`config.mk`:
```
export PLATFORM = sky130hd
export DESIGN_NAME = seg7_scan_display_flat
export DESIGN_NICKNAME = d
export VERILOG_FILES = /design/src/rtl/seg7_scan_display_if.sv /design/src/rtl/seg7_scan_display.sv /design/src/flat_wrapper.sv
export SDC_FILE = /design/constraint.sdc
export NUM_CORES = 1
export LEC_CHECK = 0
export ABC_AREA = 1
export CAP_MARGIN = 25
export CORE_MARGIN = 2
export CORE_UTILIZATION = 57
export CTS_CLUSTER_SIZE = 8
export DETAILED_ROUTE_END_ITERATION = 8
export GPL_TIMING_DRIVEN = 0
export PLACE_DENSITY_LB_ADDON = 0.1
export SLEW_MARGIN = 10
export SYNTH_ARGS = -nofsm -noshare
export SYNTH_HDL_FRONTEND = slang
export SYNTH_SLANG_ARGS = --single-unit
```
`constraint.sdc`:
```
create_clock -name clk -period 5.35 [get_ports clk]
set_input_delay 1.3375 -clock clk [delete_from_list [all_inputs] [get_ports clk]]
set_output_delay 1.3375 -clock clk [all_outputs]
set_load 0.03 [all_outputs]
```
`src/rtl/seg7_scan_display_if.sv`:
```
`default_nettype none
// =============================================================================
// seg7_scan_display_if : display-word input and scanned-digit output bundle
// Rev 1.0
// =============================================================================
interface seg7_scan_display_if;
  logic [31:0] data;
  logic [7:0]  dp;
  logic        load;
  logic        blank;
  logic [2:0]  which;
  logic [7:0]  seg;
  logic        frame;

  modport master (
    output data, dp, load, blank,
    input  which, seg, frame
  );

  modport slave (
    input  data, dp, load, blank,
    output which, seg, frame
  );
endinterface
`default_nettype wire

```
`src/rtl/seg7_scan_display.sv`:
```
`default_nettype none
// =============================================================================
// seg7_scan_display : time-multiplexed 8-digit hex seven-segment scanner
// Rev 1.0
// =============================================================================
module seg7_scan_display #(
  parameter int SCAN_DIV       = 12500,
  parameter bit BLANK_LZ       = 1'b1,
  parameter bit SEG_ACTIVE_LOW = 1'b1
) (
  input logic                clk,
  input logic                rst,
  seg7_scan_display_if.slave bus
);

  localparam int                 c_pre_w   = (SCAN_DIV > 2) ? $clog2(SCAN_DIV) : 1;
  localparam logic [c_pre_w-1:0] c_pre_max = c_pre_w'(SCAN_DIV - 1);
  localparam logic [7:0]         c_seg_rst = SEG_ACTIVE_LOW ? 8'hC0 : 8'h3F;

  logic [c_pre_w-1:0] r_pre;
  logic [2:0]         r_which;
  logic [31:0]        r_shadow;
  logic [7:0]         r_seg;
  logic               r_frame;

  logic               w_tick;
  logic [c_pre_w-1:0] w_pre_nxt;
  logic [2:0]         w_which_nxt;
  logic [31:0]        w_shadow_nxt;
  logic               w_frame_nxt;
  logic [7:0]         w_zero_from;
  logic [3:0]         w_nib;
  logic [7:0]         w_seg_hi;
  logic [7:0]         w_seg_nxt;

  function automatic logic [6:0] hex7(input logic [3:0] n);
    case (n)
      4'h0:    hex7 = 7'h3F;
      4'h1:    hex7 = 7'h06;
      4'h2:    hex7 = 7'h5B;
      4'h3:    hex7 = 7'h4F;
      4'h4:    hex7 = 7'h66;
      4'h5:    hex7 = 7'h6D;
      4'h6:    hex7 = 7'h7D;
      4'h7:    hex7 = 7'h07;
      4'h8:    hex7 = 7'h7F;
      4'h9:    hex7 = 7'h6F;
      4'hA:    hex7 = 7'h77;
      4'hB:    hex7 = 7'h7C;
      4'hC:    hex7 = 7'h39;
      4'hD:    hex7 = 7'h5E;
      4'hE:    hex7 = 7'h79;
      default: hex7 = 7'h71;
    endcase
  endfunction

  assign w_tick       = (r_pre == c_pre_max);
  assign w_pre_nxt    = w_tick ? '0 : r_pre + 1'b1;
  assign w_which_nxt  = w_tick ? r_which + 3'd1 : r_which;
  assign w_shadow_nxt = bus.load ? bus.data : r_shadow;
  assign w_frame_nxt  = w_tick && (r_which == 3'd7);

  // Segments are encoded from the next which/shadow so the registered seg
  // always lines up with the registered which/shadow it is presented with.
  for (genvar gi = 0; gi < 8; gi++) begin : g_zero_from
    assign w_zero_from[gi] = ((w_shadow_nxt >> (4 * gi)) == 32'd0);
  end

  always_comb begin
    w_nib    = w_shadow_nxt[{w_which_nxt, 2'b00} +: 4];
    w_seg_hi = {bus.dp[w_which_nxt], hex7(w_nib)};
    if (BLANK_LZ && (w_which_nxt != 3'd0) && w_zero_from[w_which_nxt]) begin
      w_seg_hi[6:0] = 7'h00;
    end
    if (bus.blank) begin
      w_seg_hi = 8'h00;
    end
    w_seg_nxt = SEG_ACTIVE_LOW ? ~w_seg_hi : w_seg_hi;
  end

  always_ff @(posedge clk) begin
    if (rst) begin
      r_pre    <= '0;
      r_which  <= 3'd0;
      r_shadow <= 32'd0;
      r_frame  <= 1'b0;
      r_seg    <= c_seg_rst;
    end else begin
      r_pre    <= w_pre_nxt;
      r_which  <= w_which_nxt;
      r_shadow <= w_shadow_nxt;
      r_frame  <= w_frame_nxt;
      r_seg    <= w_seg_nxt;
    end
  end

  assign bus.which = r_which;
  assign bus.seg   = r_seg;
  assign bus.frame = r_frame;

endmodule
`default_nettype wire

```
`src/flat_wrapper.sv`:
```
// flat-port wrapper written by rule: the top's interface ports become plain ports
module seg7_scan_display_flat 
#(
  parameter int SCAN_DIV       = 12500,
  parameter bit BLANK_LZ       = 1'b1,
  parameter bit SEG_ACTIVE_LOW = 1'b1
)
  (clk, rst, bus_data, bus_dp, bus_load, bus_blank, bus_which, bus_seg, bus_frame);
  seg7_scan_display_if bus_i ();
  input logic clk;
  input logic rst;
  input wire logic [$bits(bus_i.data)-1:0] bus_data;
  input wire logic [$bits(bus_i.dp)-1:0] bus_dp;
  input wire logic [$bits(bus_i.load)-1:0] bus_load;
  input wire logic [$bits(bus_i.blank)-1:0] bus_blank;
  output wire logic [$bits(bus_i.which)-1:0] bus_which;
  output wire logic [$bits(bus_i.seg)-1:0] bus_seg;
  output wire logic [$bits(bus_i.frame)-1:0] bus_frame;
  assign bus_i.data = bus_data;
  assign bus_i.dp = bus_dp;
  assign bus_i.load = bus_load;
  assign bus_i.blank = bus_blank;
  assign bus_which = bus_i.which;
  assign bus_seg = bus_i.seg;
  assign bus_frame = bus_i.frame;
  seg7_scan_display #(.SCAN_DIV(SCAN_DIV), .BLANK_LZ(BLANK_LZ), .SEG_ACTIVE_LOW(SEG_ACTIVE_LOW)) u_core (.clk(clk), .rst(rst), .bus(bus_i));
endmodule
```
# == After elaboration in Yosys (flattened, before gate mapping) ==
# Memory sizes are Yosys's and may differ from the RTL's.
# Index checks and enable logic that the tools add are counted.
# word_totals
out_inout_bits,12
inputBits,44
mem_count,1
wordCells,33
mem_bits_ro,112
register_bits,58
# mem_list
name,words,word_bits,rd,rd_clocked_by_memory_dff,write_ports,line,source
(no name shown),16,7,1,0,0,seg7_scan_display.sv:37,case (n)
# classes
shift,1
reduce_logical,12
add_sub_neg,2
eq_ne,2
n_lt_le_gt_ge,1
n_mux,8
bitwise_logic,1
# op_table
cell,n
$logic_not 32->1,8
$mux 32,1
$shiftx 32x6->4,1
$add 14x1->14 const B,1
$eq 14x14->1 const B,1
$mux 8,1
$not 8->8,1
$mux 7,1
$bmux 1 s3,2
$lt 3x4->1 const B,1
$add 3x1->3 const B,1
$eq 3x3->1 const B,1
$mux 3,1
$reduce_bool 3->1,1
$logic_and 1x1->1,2
$mux 1,2
$reduce_or 2->1,1

# == Depth between registers and ports, before layout ==
# Gate-level depths: netlist of the first run.
# depth
word_depth,8
mapped_depth,21

# == Least setup slack after synthesis of the first run ==
# OpenSTA, ideal clock, no wires.
# synth_timing
path_kind,input-to-reg
from,input bus_load
to,"register u_core.r_seg[3], in the netlist u_core.bus.seg[3]"
required_ns,5.241
setup_time_ns,0.109
arrival_time_ns,2.968
setup_slack_ns,2.273
cell_stages,15
cell_sequence,buf_2 -> buf_2 -> mux2i_1 -> nand2_1 -> nand3_1 -> nand3_1 -> nand2_1 -> inv_1 -> ha_1 -> inv_1 -> nand3_1 -> nand3_1 -> nand3_1 -> nand2_1 -> inv_1
# synth_via
elab_chain_cells,8
word_cells_on_any_way,17
cone_classes,1 x shift; 5 x mux; 1 x bitwise; 9 x reduce/logical; 1 x memory
# synth_rtl
element,line,source
from (decl),flat_wrapper.sv:14,input wire logic [$bits(bus_i.load)-1:0] bus_load;
$mux 32 *,seg7_scan_display.sv:60,assign w_shadow_nxt = bus.load ? bus.data : r_shadow;
"parallel branches: the longest is 4 deep, another holds $mem_v2 16x7",-,
$mux 7 *,seg7_scan_display.sv:72,if (BLANK_LZ && (w_which_nxt != 3'd0) && w_zero_from[w_which_nxt]) begin
$mux 8 *,seg7_scan_display.sv:75,if (bus.blank) begin
$not 8->8 *,seg7_scan_display.sv:78,w_seg_nxt = SEG_ACTIVE_LOW ? ~w_seg_hi : w_seg_hi;
to (signal assigned),seg7_scan_display.sv:87,r_seg <= c_seg_rst;
to (signal assigned),seg7_scan_display.sv:93,r_seg <= w_seg_nxt;
to (decl),seg7_scan_display.sv:23,logic [7:0] r_seg;
# Mark *: on every way between the ends. The select of a mux whose other input is x is not followed.
# A chain may end at the register's enable or synchronous reset.

# == Final worst setup path of the first run ==
# Ends and elaborated chain as after synthesis.

==> results of run 1 <==
layout by cell type, fill, tap and decap left out, types with 6 or more instances in the layout:
master / n
nand2_2: 6
nand3_2: 9
nor3_1: 7
clkdlybuf4s50_1: 54
a21oi_1: 14
buf_2: 7
inv_1: 59
o21ai_0: 21
clkbuf_8: 12
nand3_1: 39
nand4_1: 8
dfxtp_1: 58
mux2i_1: 11
o21a_1: 9
ha_1: 9
nor2_1: 61
nand2_1: 125
cells in the mapped netlist (all sizes together):
cell type  count  area (um^2)
o221ai         2         17.5
nand2        135          552
a21oi         17         96.4
mux2i         11          110
nor3b          2         20.0
or2            1         6.26
nand3         49          303
nand4          8         50.1
o21a           9         67.6
dfxtp         58         1160
xor2           1         8.76
o21ai         22          114
inv           64          240
clkbuf         4         15.0
ha             9          113
nor2          67          282
buf           12         80.1
nor3           7         35.0
routing by layer:
layer | vias to the layer above | wire [um] | GRT usage
li1 | 1639 | - | -
met1 | 1478 | 3520 | 0.327
met2 | 80 | 3920 | 0.475
met3 | 14 | 379 | 0.0622
met4 | 0 | 169 | 0.114
met5 | - | 0 | 0
power groups by stage:
stage / Combinational (uW) / Clock [uW] / Sequential [uW]
2_1_floorplan: 95.2 / 0 / 480
4_1_cts: 173 / 423 / 461
3_5_place_dp: 171 / 0 / 471
6_report: 173 / 419 / 461
5_1_grt: 194 / 439 / 463
3_3_place_gp: 168 / 0 / 470
critical path, cell delays in order:
cell     delay, ns
buf_2         0.16
buf_2         0.26
mux2i_1       0.41
nand2_1       0.10
nand3_1       0.09
nand3_1       0.07
nand2_1       0.19
inv_1         0.13
ha_1          0.21
inv_1         0.06
nand3_1       0.12
nand3_1       0.13
nand3_1       0.08
nand2_1       0.06
inv_1         0.04
cells by family (layout without fill, tap and decap cells):
logic type	Yosys count	after routing	share of synthesized area
flops	58	58	0.355
simple gates	269	269	0.381
xor+xnor	1	1	0.00268
buf+inv	80	149	0.103
compound gates	50	50	0.0903
mux	11	11	0.0337
fa+ha+maj	9	9	0.0344
final cells by class:
class,count,area (um^2),area share
Sequential cell,58,1160,0.283
Timing Repair Buffer,54,541,0.132
Clock buffer,13,169,0.0411
Buffer,16,95.1,0.0232
Multi-Input combinational cell,340,1770,0.432
Clock inverter,2,35.0,0.00853
Tap cell,72,90.1,0.0219
Inverter,64,240,0.0585
state kept, by name, summed over array words and instances, names as in the netlist:
signal            flops
u_core.r_shadow      32
u_core.r_pre         14
u_core.bus.seg        8
u_core.bus.which      3
u_core.bus.frame      1
through the flow:
| step | cells | total power [uW] | cell area (um^2) | worst slack [ns] | utilization |
|---|---|---|---|---|---|
| after floorplan | 478 | 575 | 3270 | 2.27 | - |
| after global placement | 604 | 638 | 3900 | 1.88 | 0.704 |
| after detailed placement | 604 | 642 | 3900 | 1.82 | 0.704 |
| after CTS | 619 | 1060 | 4110 | 2.17 | 0.741 |
| after global routing | 619 | 1100 | 4110 | 1.99 | 0.741 |
| final | 619 | 1050 | 4110 | 2.16 | 0.741 |
worst max path at each step:
| stage | start | slack [ns] | cells after the start | endpoint |
|---|---|---|---|---|
| 3_5_place_dp | bus_load | 1.82 | 15 | u_core.bus.seg[3] |
| 5_1_grt | bus_load | 1.99 | 15 | u_core.bus.seg[3] |
| 2_1_floorplan | bus_load | 2.27 | 15 | u_core.bus.seg[3] |
| 6_report | bus_load | 2.16 | 15 | u_core.bus.seg[3] |
| 3_3_place_gp | bus_load | 1.88 | 15 | u_core.bus.seg[3] |
| 4_1_cts | bus_load | 2.17 | 15 | u_core.bus.seg[3] |
==> results by group, run 1 <==
Yosys
  • Register area share after synthesis: 0.355
  • Cell count after synthesis: 478
  • Syn nets: 531
  • Flops & latches, synth: 58
  • Yosys cell types: 31
  • Syn avg cell area: 6.84 um^2
  • Synth warn: 0
  • Synth Cell Area: 0.00327 mm^2

Timing
  • Skew final: 0.00887 ns
  • RSZ-0062 raised after global routing: no
  • Final worst path period share: 0.597
  • Pins over their slew limit: 0
  • Total negative slack: 0 ns
  • Final min period: 3.19 ns
  • Hold Slack: 0.465 ns
  • Fin. Hold Viols: 0
  • Worst-Margin Slew: roughly 0.62 ns
  • Final count of negative-setup-slack endpoints: 0
  • Fmax: between 300 and 400 MHz
  • Max-Slew Margin vs Limit: 0.588

Clocking
  • Clock transition at the registers of the reported paths: 0.07 ns
  • Worst-skew pair later-pin latency: 0.35 ns
  • H-Tree Depth: 3
  • Resize count post-CTS: 0
  • Sink Count: 58
  • Maximum buffer depth of the clock tree: 2
  • CTS tree: yes
  • Root buffer cell: clkbuf_8
  • CTS hold repair buffers: 0
  • CTS Buf Count: 9
  • Postcts setup bufs: 0

Critical path
  • Setup Crit Path Kind: primary input to register
  • CP Max Fanout: 10
  • Worst Setup End Kind: register
  • Worst reg2reg startpoint: u_core.r_pre[0]
  • Critical path required time: 5.61 ns
  • Path depth of the worst reg2reg path: 20
  • Crit path DAT: roughly 3.5 ns
  • Worst R2R End: u_core.bus.seg[3]
  • R2R setup slack: 2.50 ns
  • CP Launch Type: primary input

Routing
  • Routed WL: 7990 um
  • DR WL/cell: roughly 13 um
  • ANT nets after route: 0
  • Drt first pass iters: 4
  • Vias per std cell: 5.19
  • DRC: 0
  • Vias: 3211
  • Drt first-iter violations: 151

Floorplanning
  • Core Area: 0.00554 mm^2
  • DIE AREA: 0.00636 mm^2
  • Ports: 56
  • Initial Utilization: 0.590
  • Die width: 79.8 um
  • Die H: approximately 80 um
  • Num rows: 27

Place
  • HPWL Detailed: 6020 um
  • PortBufs: 54
  • GPL Wtd Cong: ~0.9

Power and ir drop
  • Flop pwr share: 0.438
  • Worst vdd ir: 0.226 mV
  • Switching pwr: roughly 270 uW
  • Clk pwr share: 0.397
  • Combinational power share: 0.165
  • Sw Share: 0.259
  • Pwr dens: 257 mW/mm^2
  • Pint: 780 uW
  • Leakage: between 0.0015 and 0.002 uW

Min path
  • Hold_sp: u_core.r_pre[0]
  • HP Class: register to register
  • Min-Delay Path Depth: 1
  • Hold Path End: u_core.r_pre[0]

Cells and area
  • # fillers: 490
  • Share of cells above drive strength 1: 0.113
  • Nets: around 600
  • Area growth syn-to-layout: 25.5%
  • ANT cells: 0

Global routing
  • Gr ovfl total: 0
  • Antenna violations before repair: 0
  • Largest net degree at the start of global routing: 11
  • First-pass GRT wire length: 13600 um
  • Vias in the first global route: 3102
  • GRT Overall Usage: 0.275

Status
  • Status: finished clean

Flow run
  • Maxcap violations: 0
Power figures use the tool's default switching activity.
==> run 2: changes to the inputs <==
- CORE_UTILIZATION: 57 -> 48
- clock period: 5.35 -> 2.7 ns (I/O delays scaled with it)
==> run 2 against run 1 <==
  * Wire length fell by 1.2%
  * First-iteration DRC count down 1.3%
  * Largest power group unchanged
  * Clock skew is 0.0021 ns lower
==> results by group, run 2 (synthesis results as in run 1) <==
Clocking
  • Sink Count: 58 (unchanged)
  • CTS tree: yes
  • Worst-skew pair later-pin latency: 0.34 ns (about the same)
  • CTS hold repair buffers: 0 (unchanged)
  • Maximum buffer depth of the clock tree: 2 (unchanged)
  • CTS Buf Count: 9 (unchanged)
  • Clock transition at the registers of the reported paths: 0.06 ns (about the same)
  • H-Tree Depth: 3 (unchanged)
  • Root buffer cell: clkbuf_8

Floorplanning
  • Initial Utilization: 0.490 (-0.101)
  • Die width: 86.5 um (+8.5%)
  • Num rows: 30 (+11%)
  • Ports: 56 (unchanged)
  • DIE AREA: 0.00749 mm^2 (+18%)
  • Die H: 86.5 um (+8.5%)
  • Core Area: 0.00668 mm^2 (+21%)

Critical path
  • Critical path buffer and inverter count: 5 (unchanged)
  • Critical path required time: 2.94 ns (-2.67 ns)
  • Critical-path top delay cell: dfxtp_4
  • Crit-path max cell delay: 0.37 ns (-0.04 ns)
  • CP top delay family: simple AND/OR/NAND/NOR gates
  • Beginning of the critical path: u_core.r_pre[0]
  • Worst reg2reg startpoint: u_core.r_pre[0]
  • Setup Crit Path Kind: register to register
  • CP Launch Type: register
  • CP Max Fanout: 10 (unchanged)
  • Crit path DAT: 2.76 ns (-0.69 ns)
  • Worst Setup End Kind: register
  • Critical-path cell list: ha_4 -> inv_2 -> nor2_1 -> nand2_1 -> nor2_4 -> nand3_2 -> nand2_4 -> buf_6 -> nand2_1 -> nand3_1 -> nand3_1 -> nand2_2 -> inv_2 -> ha_1 -> inv_1 -> nand3_1 -> nand3_1 -> nand3_1 -> nand2_1 -> inv_1
  • Most frequent CP cell: nand3_1

Global routing
  • GRT Overall Usage: 0.222 (-0.0521)
  • Gr ovfl total: 0 (unchanged)
  • Vias in the first global route: 2928 (-5.6%)
  • First-pass GRT wire length: 12900 um (-4.7%)
  • Largest net degree at the start of global routing: 11 (unchanged)
  • Antenna violations before repair: 0 (unchanged)

Place
  • PortBufs: 54 (unchanged)
  • HPWL Detailed: 6030 um (+0.16%)
  • Area post-placement: 0.00391 mm^2 (+0.26%)
  • GPL Wtd Cong: 0.890 (-2.9%)
  • Place WS: -0.120 ns (-1.94 ns)

Routing
  • Routed WL: 7900 um (-1.2%)
  • Vias: 3131 (-2.5%)
  • ANT nets after route: 0 (unchanged)
  • Drt first-iter violations: 149 (-1.3%)
  • Drt first pass iters: 5 (+1)
  • DRC: 0 (unchanged)
  • DR WL/cell: 12.6 um (-2.8%)
  • Vias per std cell: 4.98 (-4.0%)

Timing
  • RSZ-0062 raised after global routing: no
  • Pins over their slew limit: 0 (unchanged)
  • PnR worst setup slack: 0.180 ns (-1.98 ns)
  • Max-Slew Margin vs Limit: 0.615 (+0.0276)
  • Worst-Margin Slew: 0.577 ns (-0.0415 ns)
  • Skew final: 0.00679 ns (-0.00208 ns)
  • Total negative slack: 0 ns (unchanged)
  • Fmax: roughly 400 MHz
  • Final count of negative-setup-slack endpoints: 0 (unchanged)
  • Fin. Hold Viols: 0 (unchanged)
  • Final worst path period share: 0.933
  • Hold Slack: 0.454 ns (-0.0107 ns)
  • Final min period: 2.52 ns

Power and ir drop
  • Worst vdd ir: 0.351 mV (+55%)
  • Leakage: 0.00195 uW (about the same)
  • Pwr dens: 489 mW/mm^2 (+91%)

Min path
  • Hold_sp: u_core.r_pre[0]
  • HP Class: register to register

Cells and area
  • Design Area, Final: 0.00417 mm^2 (+1.6%)
  • # fillers: 631 (+29%)
  • Largest Register: u_core.r_shadow
  • Share of cells above drive strength 1: 0.133 (+0.0196)
  • Area growth syn-to-layout: 27.5%
  • ANT cells: 0 (unchanged)
  • Nets: 598 (+0.34%)
  • Most common library cell in the layout ignoring fill and taps: nand2_1
  • Leading cell types in the layout, fill and taps excluded: nand2_1, nor2_1, inv_1
  • Max reg flops: 32 (unchanged)

Status
  • Status: finished clean

Flow run
  • Maxcap violations: 0 (unchanged)
[run 2: final cells by class]
class	instances	area, um^2	share of cell area
inverter	64	240	0.0576
tap	80	100	0.0240
multi-input combinational	340	1820	0.437
sequential	58	1170	0.280
buffer	16	101	0.0243
timing repair buffer	56	556	0.133
clock buffer	12	145	0.0348
clock inverter	3	40.0	0.00960
[run 2: per-layer routing]
metal,track usage,part of all wire,vias to the layer above
met5,0,0,-
met2,0.373,0.47,81
met1,0.266,0.45,1388
met4,0.119,0.030,0
li1,-,-,1645
met3,0.0457,0.043,17
[run 2: report_power, final]
group / internal, uW / total, uW / switching, uW
sequential: 901 / 915 / 14.6
clock: 444 / 777 / 333
combinational: 153 / 346 / 194
[run 2: metrics by stage]
step                std cells  power, uW  utilization
CTS                       627       2050        0.615
finish                    629       2040        0.624
global placement          612       1270        0.585
floorplan                 478       1140            -
detailed placement        612       1270        0.585
global route              629       2140        0.624
[run 2: path summary, 6_finish.rpt]
path	cells past startpoint	endpoint	slack, ns
hold / removal	1	u_core.r_pre[0]	0.45
hold reg to reg	1	u_core.r_pre[0]	0.45
setup reg to reg	20	u_core.bus.seg[3]	0.18
setup / recovery	20	u_core.bus.seg[3]	0.18
[run 2: timing repair]
item | in CTS | in global routing
hold endpoints to repair | 0 | 0
setup endpoints to repair | 4 | 7
gates resized for setup | 3 | 14
pin swaps | 0 | 2
cloned | 0 | 0
buffers inserted | 0 | 2
==> run 3: changes to the inputs <==
- CTS_CLUSTER_SIZE: 8 -> 12
==> results of run 3 <==
Same layout as run 2: the final DEF is identical, and so are final timing and power.
